`src/rtl/timer_pkg.sv`:
```
// Shared types, constants and BCD helpers for the multi-channel countdown/stopwatch timer.
package timer_pkg;

    localparam int SEC_W = 19;
    localparam logic [SEC_W-1:0] MAX_SEC = 19'd359999;

    typedef enum logic [1:0] {
        MODE_ONESHOT   = 2'd0,
        MODE_RELOAD    = 2'd1,
        MODE_STOPWATCH = 2'd2,
        MODE_RSVD      = 2'd3
    } mode_e;

    // Per-channel command bus; at most one of rst/set/stop/play is ever set.
    typedef struct packed {
        logic             rst;
        logic             set;
        logic             set_ok;
        logic             stop;
        logic             play;
        mode_e            mode;
        logic [SEC_W-1:0] load_sec;
    } cmd_t;

    localparam int CMD_W = $bits(cmd_t);

    function automatic logic bcd_valid(input logic [7:0] h, input logic [7:0] m, input logic [7:0] s);
        return (h[7:4] <= 4'd9) && (h[3:0] <= 4'd9) &&
               (m[7:4] <= 4'd5) && (m[3:0] <= 4'd9) &&
               (s[7:4] <= 4'd5) && (s[3:0] <= 4'd9);
    endfunction

    function automatic logic [SEC_W-1:0] bcd_to_sec(input logic [7:0] h, input logic [7:0] m, input logic [7:0] s);
        return SEC_W'(h[7:4]) * 19'd36000 + SEC_W'(h[3:0]) * 19'd3600 +
               SEC_W'(m[7:4]) * 19'd600   + SEC_W'(m[3:0]) * 19'd60 +
               SEC_W'(s[7:4]) * 19'd10    + SEC_W'(s[3:0]);
    endfunction

    // Double-dabble for a field value 0..99.
    function automatic logic [7:0] bin7_to_bcd(input logic [6:0] bin);
        logic [14:0] sr;
        sr = {8'd0, bin};
        for (int i = 0; i < 7; i++) begin
            if (sr[10:7] >= 4'd5) sr[10:7] = sr[10:7] + 4'd3;
            else                  sr[10:7] = sr[10:7];
            if (sr[14:11] >= 4'd5) sr[14:11] = sr[14:11] + 4'd3;
            else                   sr[14:11] = sr[14:11];
            sr = {sr[13:0], 1'b0};
        end
        return sr[14:7];
    endfunction

    function automatic logic [23:0] sec_to_bcd(input logic [SEC_W-1:0] sec);
        logic [SEC_W-1:0] hrs;
        logic [SEC_W-1:0] rem;
        logic [6:0]       hrs7;
        logic [6:0]       mins;
        logic [6:0]       secs;
        hrs  = sec / 19'd3600;
        rem  = sec - hrs * 19'd3600;
        hrs7 = (hrs > 19'd99) ? 7'd99 : hrs[6:0];
        mins = 7'(rem / 19'd60);
        secs = 7'(rem - SEC_W'(mins) * 19'd60);
        return {bin7_to_bcd(hrs7), bin7_to_bcd(mins), bin7_to_bcd(secs)};
    endfunction

endpackage

```
`src/rtl/timer_channel.sv`:
```
// One timer channel: count/stored value, mode, prescaler, running and sticky expiry flags.
module timer_channel
    import timer_pkg::*;
#(
    parameter int TICK_DIV    = 5000000,
    parameter int DEFAULT_SEC = 10
) (
    input  logic             clk,
    input  logic             rst_n,
    input  logic [CMD_W-1:0] cmd_i,
    output logic [SEC_W-1:0] count_o,
    output logic             ring_o,
    output logic             counting_o
);

    localparam int PW = (TICK_DIV > 1) ? $clog2(TICK_DIV) : 1;
    localparam logic [PW-1:0]    PRESC_MAX = PW'(TICK_DIV - 1);
    localparam logic [SEC_W-1:0] DEF_SEC   = SEC_W'(DEFAULT_SEC);

    cmd_t             cmd_s;
    logic [SEC_W-1:0] count_q, count_d;
    logic [SEC_W-1:0] stored_q, stored_d;
    mode_e            mode_q, mode_d;
    logic [PW-1:0]    presc_q, presc_d;
    logic             counting_q, counting_d;
    logic             ring_q, ring_d;
    logic             tick_s;
    logic             expire_s;
    logic             play_ok_s;

    assign cmd_s  = cmd_t'(cmd_i);
    assign tick_s = counting_q && (presc_q == PRESC_MAX);

    // Next-state: tick/expiry first, then the (single) command overrides count and run state.
    always_comb begin
        count_d    = count_q;
        stored_d   = stored_q;
        mode_d     = mode_q;
        presc_d    = presc_q;
        counting_d = counting_q;
        expire_s   = 1'b0;

        if (counting_q) presc_d = tick_s ? '0 : presc_q + PW'(1);
        else            presc_d = presc_q;

        if (tick_s) begin
            case (mode_q)
                MODE_ONESHOT: begin
                    if (count_q <= 19'd1) begin
                        count_d    = '0;
                        expire_s   = 1'b1;
                        counting_d = 1'b0;
                    end else begin
                        count_d = count_q - 19'd1;
                    end
                end
                MODE_RELOAD: begin
                    if (count_q <= 19'd1) begin
                        expire_s = 1'b1;
                        if (stored_q == '0) begin
                            count_d    = '0;
                            counting_d = 1'b0;
                        end else begin
                            count_d = stored_q;
                        end
                    end else begin
                        count_d = count_q - 19'd1;
                    end
                end
                MODE_STOPWATCH: begin
                    if (count_q >= MAX_SEC - 19'd1) begin
                        count_d    = MAX_SEC;
                        expire_s   = 1'b1;
                        counting_d = 1'b0;
                    end else begin
                        count_d = count_q + 19'd1;
                    end
                end
                default: counting_d = 1'b0;
            endcase
        end else begin
            expire_s = 1'b0;
        end

        // A play at a terminal count (or coinciding with expiry) would restart nothing useful.
        play_ok_s = !expire_s &&
                    !((mode_q != MODE_STOPWATCH) && (count_d == '0)) &&
                    !((mode_q == MODE_STOPWATCH) && (count_d == MAX_SEC));

        if (cmd_s.rst) begin
            count_d    = stored_q;
            counting_d = 1'b0;
            presc_d    = '0;
        end else if (cmd_s.set) begin
            if (cmd_s.set_ok) begin
                count_d    = cmd_s.load_sec;
                stored_d   = cmd_s.load_sec;
                mode_d     = cmd_s.mode;
                counting_d = 1'b0;
                presc_d    = '0;
            end else begin
                mode_d = mode_q;
            end
        end else if (cmd_s.stop) begin
            counting_d = 1'b0;
        end else if (cmd_s.play) begin
            if (play_ok_s) begin
                presc_d    = '0;
                counting_d = 1'b1;
            end else begin
                counting_d = 1'b0;
            end
        end else begin
            mode_d = mode_q;
        end

        if (expire_s)                                    ring_d = 1'b1;
        else if (cmd_s.rst || (cmd_s.set && cmd_s.set_ok)) ring_d = 1'b0;
        else                                             ring_d = ring_q;
    end

    // Channel state registers.
    always_ff @(posedge clk or negedge rst_n) begin
        if (!rst_n) begin
            count_q    <= DEF_SEC;
            stored_q   <= DEF_SEC;
            mode_q     <= MODE_ONESHOT;
            presc_q    <= '0;
            counting_q <= 1'b0;
            ring_q     <= 1'b0;
        end else begin
            count_q    <= count_d;
            stored_q   <= stored_d;
            mode_q     <= mode_d;
            presc_q    <= presc_d;
            counting_q <= counting_d;
            ring_q     <= ring_d;
        end
    end

    assign count_o    = count_q;
    assign ring_o     = ring_q;
    assign counting_o = counting_q;

endmodule

```
`src/rtl/multi_channel_timer.sv`:
```
// Multi-channel timer top: command edge detection and decode, channel array, BCD display mux.
module multi_channel_timer
    import timer_pkg::*;
#(
    parameter int CH_NUM      = 4,
    parameter int TICK_DIV    = 5000000,
    parameter int DEFAULT_SEC = 10,
    localparam int CH_W       = (CH_NUM > 1) ? $clog2(CH_NUM) : 1
) (
    input  logic              clk,
    input  logic              rst_n,
    input  logic [CH_W-1:0]   ch_sel,
    input  logic              set,
    input  logic              reset,
    input  logic              play,
    input  logic              stop,
    input  logic [1:0]        mode_in,
    input  logic [7:0]        hour_bcd_in,
    input  logic [7:0]        minute_bcd_in,
    input  logic [7:0]        second_bcd_in,
    input  logic [CH_W-1:0]   disp_sel,
    output logic [7:0]        hour_out_bcd,
    output logic [7:0]        minute_out_bcd,
    output logic [7:0]        second_out_bcd,
    output logic [CH_NUM-1:0] ring,
    output logic [CH_NUM-1:0] counting,
    output logic              set_err
);

    logic [3:0]       raw_s;
    logic [3:0]       sync1_q, sync2_q;
    logic [1:0]       rdy_q;
    logic [3:0]       pulse_s;
    logic             rst_p_s, set_p_s, stop_p_s, play_p_s;
    logic             set_ok_s;
    logic [SEC_W-1:0] load_sec_s;
    logic             set_err_q;
    logic [SEC_W-1:0] count_s [CH_NUM];
    logic [SEC_W-1:0] disp_sec_s;
    logic [23:0]      disp_bcd_s;
    logic [23:0]      disp_q;

    assign raw_s = {reset, set, stop, play};

    // rdy_q keeps the detector blind until both stages hold post-reset samples.
    assign pulse_s  = sync1_q & ~sync2_q & {4{rdy_q[1]}};
    assign rst_p_s  = pulse_s[3];
    assign set_p_s  = pulse_s[2] & ~pulse_s[3];
    assign stop_p_s = pulse_s[1] & ~pulse_s[3] & ~pulse_s[2];
    assign play_p_s = pulse_s[0] & ~pulse_s[3] & ~pulse_s[2] & ~pulse_s[1];

    assign set_ok_s   = bcd_valid(hour_bcd_in, minute_bcd_in, second_bcd_in) &&
                        (mode_in != MODE_RSVD);
    assign load_sec_s = bcd_to_sec(hour_bcd_in, minute_bcd_in, second_bcd_in);

    // Command edge detector and set-reject pulse.
    always_ff @(posedge clk or negedge rst_n) begin
        if (!rst_n) begin
            sync1_q   <= 4'b0000;
            sync2_q   <= 4'b0000;
            rdy_q     <= 2'b00;
            set_err_q <= 1'b0;
        end else begin
            sync1_q   <= raw_s;
            sync2_q   <= sync1_q;
            rdy_q     <= {rdy_q[0], 1'b1};
            set_err_q <= set_p_s & ~set_ok_s;
        end
    end

    for (genvar g = 0; g < CH_NUM; g++) begin : g_ch
        logic hit_s;
        cmd_t cmd_s;

        assign hit_s = (ch_sel == CH_W'(g));

        // Route the decoded command to this channel only when it is selected.
        always_comb begin
            cmd_s.rst      = hit_s & rst_p_s;
            cmd_s.set      = hit_s & set_p_s;
            cmd_s.set_ok   = set_ok_s;
            cmd_s.stop     = hit_s & stop_p_s;
            cmd_s.play     = hit_s & play_p_s;
            cmd_s.mode     = mode_e'(mode_in);
            cmd_s.load_sec = load_sec_s;
        end

        timer_channel #(
            .TICK_DIV    (TICK_DIV),
            .DEFAULT_SEC (DEFAULT_SEC)
        ) u_ch (
            .clk        (clk),
            .rst_n      (rst_n),
            .cmd_i      (cmd_s),
            .count_o    (count_s[g]),
            .ring_o     (ring[g]),
            .counting_o (counting[g])
        );
    end

    // Display select; an out-of-range disp_sel matches nothing and shows zero.
    always_comb begin
        disp_sec_s = '0;
        for (int i = 0; i < CH_NUM; i++) begin
            disp_sec_s = disp_sec_s | (count_s[i] & {SEC_W{disp_sel == CH_W'(i)}});
        end
    end

    assign disp_bcd_s = sec_to_bcd(disp_sec_s);

    // Registered BCD display.
    always_ff @(posedge clk or negedge rst_n) begin
        if (!rst_n) disp_q <= 24'h000000;
        else        disp_q <= disp_bcd_s;
    end

    assign hour_out_bcd   = disp_q[23:16];
    assign minute_out_bcd = disp_q[15:8];
    assign second_out_bcd = disp_q[7:0];
    assign set_err        = set_err_q;

endmodule
```
`config.mk`:
```
export PLATFORM = sky130hd
export DESIGN_NAME = multi_channel_timer
export DESIGN_NICKNAME = d
export VERILOG_FILES = /design/src/rtl/timer_pkg.sv /design/src/rtl/timer_channel.sv /design/src/rtl/multi_channel_timer.sv
export SDC_FILE = /design/constraint.sdc
export NUM_CORES = 1
export LEC_CHECK = 0
export BUFFER_PORTS_ARGS = -buffer_cell sky130_fd_sc_hd__buf_2
export CORE_MARGIN = 2
export CORE_UTILIZATION = 35
export CTS_CLUSTER_SIZE = 12
export DETAILED_ROUTE_END_ITERATION = 8
export PLACE_DENSITY = 0.54
export SYNTH_ARGS = -nofsm -noshare
export SYNTH_HDL_FRONTEND = slang
export SYNTH_SLANG_ARGS = --single-unit
```
`constraint.sdc`:
```
create_clock -name clk -period 27.2 [get_ports clk]
set_input_delay 4.08 -clock clk [delete_from_list [all_inputs] [get_ports clk]]
set_output_delay 4.08 -clock clk [all_outputs]
set_load 0.005 [all_outputs]
```
After elaboration in Yosys (flattened, before gate mapping):

Index checks and enable logic that the tools add are counted.

* output and inout port bits: 33
* flip-flop bits (word level): 295
* word-level logic and storage cells: 452
* input port bits: 36

* bitwise gates (word level): 41
* reduce and logical (&&, ||, !) cells: 72
* $mul: 7
* divide/modulo/power cells: 2
* equal/unequal tests: 27
* multiplexer cells: 174
* add/sub/neg operators: 52
* magnitude comparators: 48

Operators by type and width (count)
* 23-bit two-way mux: 32
* 19-bit two-way mux: 32
* 19-bit case mux with 3 select lines: 4
* 19-bit zero test: 8
* 4-bit by 3-bit greater-or-equal comparator with 1-bit output (second input constant): 27
* 23-bit by 1-bit adder with 23-bit output (second input constant): 4
* 23-bit == test (second input constant): 4
* 19-bit by 1-bit adder with 19-bit output (second input constant): 4
* 19-bit AND: 4
* 19-bit == test (second input constant): 4
* 19-bit greater-or-equal comparator (second input constant): 4
* 19-bit by 1-bit <= comparator with 1-bit output (second input constant): 4
* 19-bit by 1-bit subtractor with 19-bit output (second input constant): 4
* 1-bit two-way mux: 64
* 4-bit two-way mux: 16
* 4-bit by 2-bit adder with 4-bit output (second input constant): 15
* 19-bit OR: 3
* 3-bit two-way mux: 17
* 3-bit by 2-bit adder with 3-bit output (second input constant): 12
* 1-bit logical AND: 30
* 1-bit AND: 23
* 19-bit by 10-bit adder with 19-bit output: 1
* 19-bit by 14-bit adder with 19-bit output: 1
* 19-bit by 16-bit adder with 19-bit output: 1
* other kinds (35): 105

Logic depth before layout (Yosys ltp):

Gate-level depths: netlist of run 1.

* depth in word-level cells: 23
* gate-level depth with buffers: 95
* mapped depth without buffers: 90

Cells and area by module:

Synthesis of run 1 repeated with hierarchy kept, for this count alone.

* cells, all modules: 3841
* area total of the unflattened synthesis: 32083.3 µm²

Modules (own cells, without submodules)
* timer_channel (g_ch[0].u_ch ...): sequential area each 1631.6 µm², area an instance 4999.8 µm², times used 3, cells an instance 606
* multi_channel_timer: sequential area each 875.8 µm², area an instance 11903.9 µm², times used 1, cells an instance 1420
* timer_channel (g_ch[3].u_ch): sequential area each 1631.6 µm², area an instance 5180.0 µm², times used 1, cells an instance 603

Worst setup path after synthesis of run 1:

Ideal clock, no wire load.

* path type: in2reg
* start point: input disp_sel[0]
* end point: register disp_q[6]
* arrival time: 24.302 ns
* setup slack: 2.764 ns
* library setup time: 0.133 ns
* data required time: 27.067 ns
* buffers on the path: 4
* stages on the path: 86
* cells stage by stage: buf_6 > mux4_2 > or4_1 > a21o_1 > buf_2 > mux2i_1 > a221oi_1 > or3_1 > o21ai_2 > or4_4 > o211ai_2 > mux2_2 > a41oi_4 > nor2_2 > or4_4 > a41oi_4 > mux2i_1 > a31oi_2 > (+50 left out) > xor2_2 > inv_2 > ha_1 > a21oi_2 > xnor2_1 > inv_1 > ha_1 > o32ai_1 > buf_2 > a21oi_1 > xnor2_1 > inv_1 > ha_1 > inv_1 > ha_1 > a21oi_1 > nor2_1 > a21oi_1

* word-level cells in the longest chain between the ends: 23
* elaborated cells between the ends (all ways): 44
* those cells by class: add/sub (11); mul (2); div (2); order compare (9); eq/ne (3); mux (9); bitwise (7); reduce/logical (1)

RTL lines
* from (decl): RTL line multi_channel_timer.sv:21 `input logic [CH_W-1:0] disp_sel,`
* 2-bit by 1-bit == test with 1-bit output or 2-bit zero test (tied branches): RTL line multi_channel_timer.sv:105 `disp_sec_s = disp_sec_s | (count_s[i] & {SEC_W{disp_sel == CH_W'(i)}});`
* 19-bit AND: RTL line multi_channel_timer.sv:105
* 19-bit OR (2 in series): RTL line multi_channel_timer.sv:105
* 19-bit OR *: RTL line multi_channel_timer.sv:105
* 19-bit by 12-bit divider with 19-bit output: RTL line timer_pkg.sv:59 `hrs = sec / 19'd3600;`
* 19-bit by 8-bit multiplier with 15-bit output: RTL line timer_pkg.sv:60 `rem = sec - hrs * 19'd3600;`
* 19-bit subtractor *: RTL line timer_pkg.sv:60
* 19-bit by 6-bit divider with 19-bit output *: RTL line timer_pkg.sv:62 `mins = 7'(rem / 19'd60);`
* named net disp_bcd_s[8]: RTL line multi_channel_timer.sv:40 `logic [23:0] disp_bcd_s;`
* (+7 left out)
* 4-bit two-way mux or 3-bit two-way mux (tied branches): RTL line timer_pkg.sv:44, timer_pkg.sv:46
* 4-bit by 3-bit greater-or-equal comparator with 1-bit output (tied with other cells): RTL line timer_pkg.sv:44 `if (sr[10:7] >= 4'd5) sr[10:7] = sr[10:7] + 4'd3;`
* 4-bit two-way mux or 3-bit two-way mux (tied branches): RTL line timer_pkg.sv:44, timer_pkg.sv:46
* 4-bit by 2-bit adder with 4-bit output (tied with other cells): RTL line timer_pkg.sv:44
* 4-bit two-way mux or 3-bit two-way mux (tied branches): RTL line timer_pkg.sv:44, timer_pkg.sv:46
* 4-bit by 3-bit greater-or-equal comparator with 1-bit output or 3-bit by 2-bit adder with 3-bit output (tied branches): RTL line timer_pkg.sv:46 `if (sr[14:11] >= 4'd5) sr[14:11] = sr[14:11] + 4'd3;`
* 3-bit two-way mux *: RTL line timer_pkg.sv:46
* named net disp_bcd_s[6]: RTL line multi_channel_timer.sv:40
* to (signal assigned): RTL line multi_channel_timer.sv:114 `else disp_q <= disp_bcd_s;`
* to (decl): RTL line multi_channel_timer.sv:41 `logic [23:0] disp_q;`

The timed path passes the listed nets; every way through them passes the cells marked *.
A chain may end at the register's enable or synchronous reset.

Final worst setup path of run 1:

Ends and elaborated chain as after synthesis.

==> results_dict.tcl, run 1 <==
set metrics [dict create \
    post-route-util 0.386 \
    max_stage_delay_ns 0.69 \
    crit_path_frequent_cell "ha_1" \
    gr-total-overflow 0 \
    synth_cells 3584 \
    r2r_cells 83 \
    ys_seq_elements 295 \
    routabilityCongestion 0.948 \
    antenna_found_initial 4 \
    cp_slowest_cell "mux4_2" \
    clkSlewWorstSetupHoldPaths_ns 0.06 \
    cts_tree "yes" \
    layout.cells.most_common_list "nand2_1 (446), nor2_1 (336), dfrtp_1 (279)" \
    area_growth_pct 9.66 \
    grt_max_degree 100 \
    io_buffer_count 68 \
    min_period_ns 25.52 \
    min_to "rdy_q[1]" \
    ys.flop_type "dfrtp_1" \
    syn_nets 3886 \
    worstPathArrival_ns 26.00 \
    nNetsFinal 3861 \
    status "finished clean" \
    cts_made_buffers 39 \
    clockBufferDepth 3 \
    synth_area_mm2 0.0287 \
    max-slew-margin-rel 0.173 \
    synth_area_leaders "dfrtp_1 (24%), ha_1 (9.6%), nand2_1 (5.8%)" \
    synthArstFlopShare 1.00 \
    tightest_slew_ns 1.23 \
    rows 105 \
    worstSetupEndpointType "flop" \
    synth-edff-count 0 \
    clock-skew-final_ns 0.0533 \
    clkSinkCount 295 \
    drtIter0Drc 2229 \
    ff2ff_setup_slack_ns 4.87 \
    hold_start "rdy_q[0]" \
    drv_cap 0 \
    firstDrtPassIters 7 \
    worstPathMaxFanout 17 \
    setup_viol 0 \
    min_period_over_period 0.938 \
    hold_viol_final 0 \
    root_buffer "clkbuf_16" \
    hold_path.class "reg2reg" \
    hpwl_um 67600 \
    drive_above_1_share 0.0942 \
    grt_pass1_vias 25195 \
    wl_um 91400 \
    dieArea_mm2 0.0844 \
    routedWlPerCell_um 19.6 \
    fmax_mhz 39.2 \
    antenna_left 0 \
    synth_area_per_cell_um2 8.02 \
    crit_path_start_kind "primary input" \
    ys_warn_count 0 \
    yosysTopAreaCellShare 0.243 \
    grt_pass1_wl_um 145000 \
    htreeDepth 2 \
    worstPathRequired_ns 27.68 \
    final_common_cell "nand2_1" \
    initial_core_util 0.352 \
    holdWs_ns 0.349 \
    drc 0 \
    yosysUniqueCellTypes 121 \
    yosysSeqAreaShare 0.258 \
    critPathKind "in2reg" \
    clock_latency_ns 0.62 \
    slew_violations 0 \
    die_w_um 291 \
    routed_via_density 5.73 \
    grt_usage 0.211 \
    die_y_um 291 \
    timing.rr.end "disp_q[6]" \
    min_path_cells 0 \
    diodes 0 \
    r2r-start "g_ch[2].u_ch.count_o[14]" \
    yosys.area.top_type "dfrtp_1" \
    vias 26680 \
    io-pin-count 69 \
    core_mm2 0.0817 \
]
worst max-delay path: cells and delay by family:
family	cells	cell delay, ns
adders and majority gates	16	5.26
and+or+nand+nor	12	3.65
xor gates and xnor gates	10	2.05
buffers and inverters	11	1.46
AOI/OAI and AO/OA	31	7.09
muxes	6	2.40
layout make-up:
cell class	instances	area (um2)
Inverter	183	691
Multi-Input combinational cell	2915	20000
Tap cell	1070	1340
Fill cell	8442	50200
Clock inverter	14	211
Sequential cell	295	7400
Clock buffer	57	1070
Timing Repair Buffer	125	782
stage by stage:
step                instances  instance area, um2  setup TNS [ns]  setup WS, ns
floorplan                3584               28700               0          2.76
global placement         4571               30000               0         0.956
detailed placement       4571               30000               0         0.626
CTS                      4642               31300               0          1.21
global route             4659               31500         -0.0790       -0.0468
finish                   4659               31500               0          1.68
cell families after synthesis:
group,Yosys count,share of synthesized area
AOI/OAI and AO/OA,947,0.223
xor gates and xnor gates,240,0.0751
adders and majority gates,269,0.129
buffers and inverters,376,0.0512
DFF,295,0.258
muxes,71,0.0342
other,1,0.000130
and+or+nand+nor,1385,0.230
registers in the layout, summed over array words and instances, names as in the netlist:
register              flops
g_ch.u_ch.presc_q        92
g_ch.u_ch.count_o        76
g_ch.u_ch.stored_q       76
disp_q                   24
g_ch.u_ch.mode_q          8
g_ch.u_ch.counting_o      4
g_ch.u_ch.ring_o          4
sync1_q                   4
sync2_q                   4
rdy_q                     2
set_err                   1
synth_stat cells, drive strengths merged (18+ instances only):
library cell and number:
o21ai 238, clkbuf 163, xnor2 132, nand4 52
fa 45, a21boi 18, a211oi 26, a21o 65
nand2b 51, or3 23, a221oi 19, mux2i 28
mux2 25, inv 182, nor4 71, or2 19
and2 33, o21bai 19, and3 51, nand2 447
nor2b 30, nand3 125, mux4 18, a21oi 229
ha 221, nor3 77, a31oi 56, o21a 26
dfrtp 279, o211ai 31, o22ai 33, nor2 340
buf 30, xor2 108
worst max path at each step:
stage,start,to,slack [ns],cells after the start
after CTS,disp_sel[0],disp_q[6],1.21,85
after floorplan,disp_sel[0],disp_q[6],2.76,86
after global routing,disp_sel[0],disp_q[6],-0.05,86
final,disp_sel[0],disp_q[6],1.68,86
after global placement,disp_sel[0],disp_q[6],0.96,86
after detailed placement,disp_sel[0],disp_q[6],0.63,86
repair_timing:
action / CTS / global route
resized for setup: 0 / 15
setup buffers: 0 / 15
setup endpoints to repair: 0 / 7
hold buffers: 0 / 0
per-layer routing:
metal | global-route usage | part of all wire | vias up
li1 | - | - | 12823
met3 | 0.0269 | 0.061 | 185
met2 | 0.345 | 0.46 | 910
met4 | 0.0811 | 0.039 | 4
met5 | 0 | 0.00062 | -
met1 | 0.284 | 0.44 | 12758
Power of run 1 is not shown: default switching activity piles up to over one toggle a cycle in this logic, so the estimate is an artifact.
==> inputs of run 2 (changes only) <==
Settings changed: RECOVER_POWER set to 100, SYNTH_HIERARCHICAL set to 1.
==> results_dict.tcl, run 2 <==
set metrics [dict create \
    status "complete, but fails checks" \
    violations "capacitance limit, slew limit" \
    final.setup.tns_ns 0 \
    cts_tree "yes" \
    firstDrtPassIters 6 \
    io_buffer_count 68 \
    holdWs_ns 0.348 \
    crit_path_start_kind "primary input" \
    worstPathArrival_ns 25.83 \
    ctsHoldBuffers 0 \
    gr-total-overflow 0 \
    clock-skew-final_ns 0.0370 \
    synth_cells 3841 \
    drc 0 \
    initial_core_util 0.352 \
    hold_viol_final 0 \
    dieArea_mm2 0.0941 \
    min_period_ns 25.40 \
    yosysTopAreaCellShare 0.218 \
    clkSinkCount 295 \
    ys_warn_count 6 \
    worstPathMaxFanout 20 \
    crit_path_frequent_cell "ha_1" \
    setup_slack_ns 1.80 \
    yosysSeqAreaShare 0.231 \
    fill_cells 9449 \
    htreeDepth 2 \
    yosysUniqueCellTypes 141 \
    place_inst 4937 \
    wl_um 111000 \
    min_period_over_period 0.934 \
    synth_area_leaders "dfrtp_1 (22%), ha_1 (8.6%), nand2_1 (3.9%)" \
    routabilityCongestion 0.972 \
    crit_buf_inv 7 \
    routedWlPerCell_um 22.2 \
    yosys.area.top_type "dfrtp_1" \
    grt_usage 0.230 \
    tightest_slew_ns 7.05 \
    final_common_cell "nand2_1" \
    rows 111 \
    synthArstFlopShare 1.00 \
    die_w_um 307 \
    hpwl_um 81500 \
    vias 30723 \
    nNetsFinal 4092 \
    grt_pass1_wl_um 173000 \
    ys_seq_elements 295 \
    root_buffer "clkbuf_16" \
    core_mm2 0.0912 \
    crit_family "compound AO/OA/AOI/OAI gates" \
    stdcell_count 5006 \
    slew_violations 346 \
    grt_max_degree 130 \
    fmax_mhz 39.4 \
    hold_path.class "reg2reg" \
    synth_area_per_cell_um2 8.35 \
    area_growth_pct 7.42 \
    io-pin-count 69 \
    synth_commonest_cells "nand2_1 (333), dfrtp_1 (279), nor2_1 (254)" \
    rsz0062_at_grt "false" \
    worstPathRequired_ns 27.63 \
    drv_cap 8 \
    max_stage_delay_ns 0.86 \
    cp_slowest_cell "a2111oi_0" \
    clockBufferDepth 3 \
    cts_made_buffers 37 \
    clock_latency_ns 0.60 \
    worstSetupEndpointType "flop" \
    clkSlewWorstSetupHoldPaths_ns 0.06 \
    layout.cells.most_common_list "nand2_1 (333), dfrtp_1 (279), nor2_1 (250)" \
    drive_above_1_share 0.114 \
    die_y_um 307 \
    grt_pass1_vias 29459 \
    synth-edff-count 0 \
    critPathKind "in2reg" \
    place_ws_ns 1.20 \
    post-synth-top-count-cell "nand2_1" \
    antenna_found_initial 6 \
    antenna_left 0 \
    ys.flop_type "dfrtp_1" \
    drtIter0Drc 3037 \
    synth_area_mm2 0.0321 \
    top_register "g_ch.u_ch/presc_q" \
    largest_register_ffs 92 \
    syn_nets 4143 \
    max-slew-margin-rel -3.70 \
    routed_via_density 6.14 \
    setup_viol 0 \
]
==> run 2: cell types whose count changed in the layout (fill, tap and decap cells not counted), moves of 31 or more <==
cell,delta
nor2_1,-86
nand4_1,+54
clkbuf_1,+34
a21o_1,-35
nor4_1,+33
buf_2,-31
nor3_1,+91
nand2_1,-113
mux2_2,+68
==> run 2: worst paths after layout <==
kind	slack [ns]	depth (start not counted)	end	from
worst max-delay path	1.80	85	disp_q[6]	disp_sel[0]
worst min-delay path	0.35	0	rdy_q[1]	rdy_q[0]
worst max register to register	4.99	86	disp_q[6]	g_ch[3].u_ch/count_o[15]
worst min register to register	0.35	0	rdy_q[1]	rdy_q[0]
max in group asynchronous	12.60	2	disp_q[14]	rst_n
min in group asynchronous	5.63	1	g_ch[2].u_ch/presc_q[16]	rst_n
==> run 2: metal layers <==
layer	track usage	routed length, um	vias to the layer above
li1	-	-	14292
met1	0.302	47400	14812
met2	0.376	50900	1311
met3	0.0355	8060	302
met4	0.0935	4670	6
met5	0	28	-
==> run 2: cell families (layout without fill, tap and decap cells) <==
| logic type | Yosys count | after routing | share of synthesized area |
|---|---|---|---|
| compound gates | 1035 | 1035 | 0.228 |
| flops | 295 | 295 | 0.231 |
| simple gates | 1440 | 1440 | 0.245 |
| buf+inv | 402 | 378 | 0.0517 |
| mux | 169 | 169 | 0.0641 |
| fa+ha+maj | 268 | 268 | 0.115 |
| other cells | 1 | 4 | 0.000117 |
| xor+xnor | 231 | 231 | 0.0649 |
==> run 2: metrics by stage <==
step / util / area [um2]
2_1_floorplan: - / 32100
3_3_place_gp: 0.366 / 33400
3_5_place_dp: 0.366 / 33400
4_1_cts: 0.379 / 34600
5_1_grt: 0.378 / 34500
6_report: 0.378 / 34500
==> run 2: final cells by class <==
type                       count  area (um2)  area share
antenna                        3        7.51    0.000218
clock buffer                  51        1060      0.0307
clock inverter                15         154     0.00447
inverter                     203         762      0.0221
multi-input combinational   3144       23000       0.668
sequential                   295        7400       0.215
tap                         1186        1480      0.0431
timing repair buffer         109         563      0.0163
==> run 2: what timing repair did <==
item                                    CTS  global route
setup buffers                             0             0
endpoints found under the setup margin    0             7
resized for setup                         0             5
Power of run 2 is left out for the same reason.
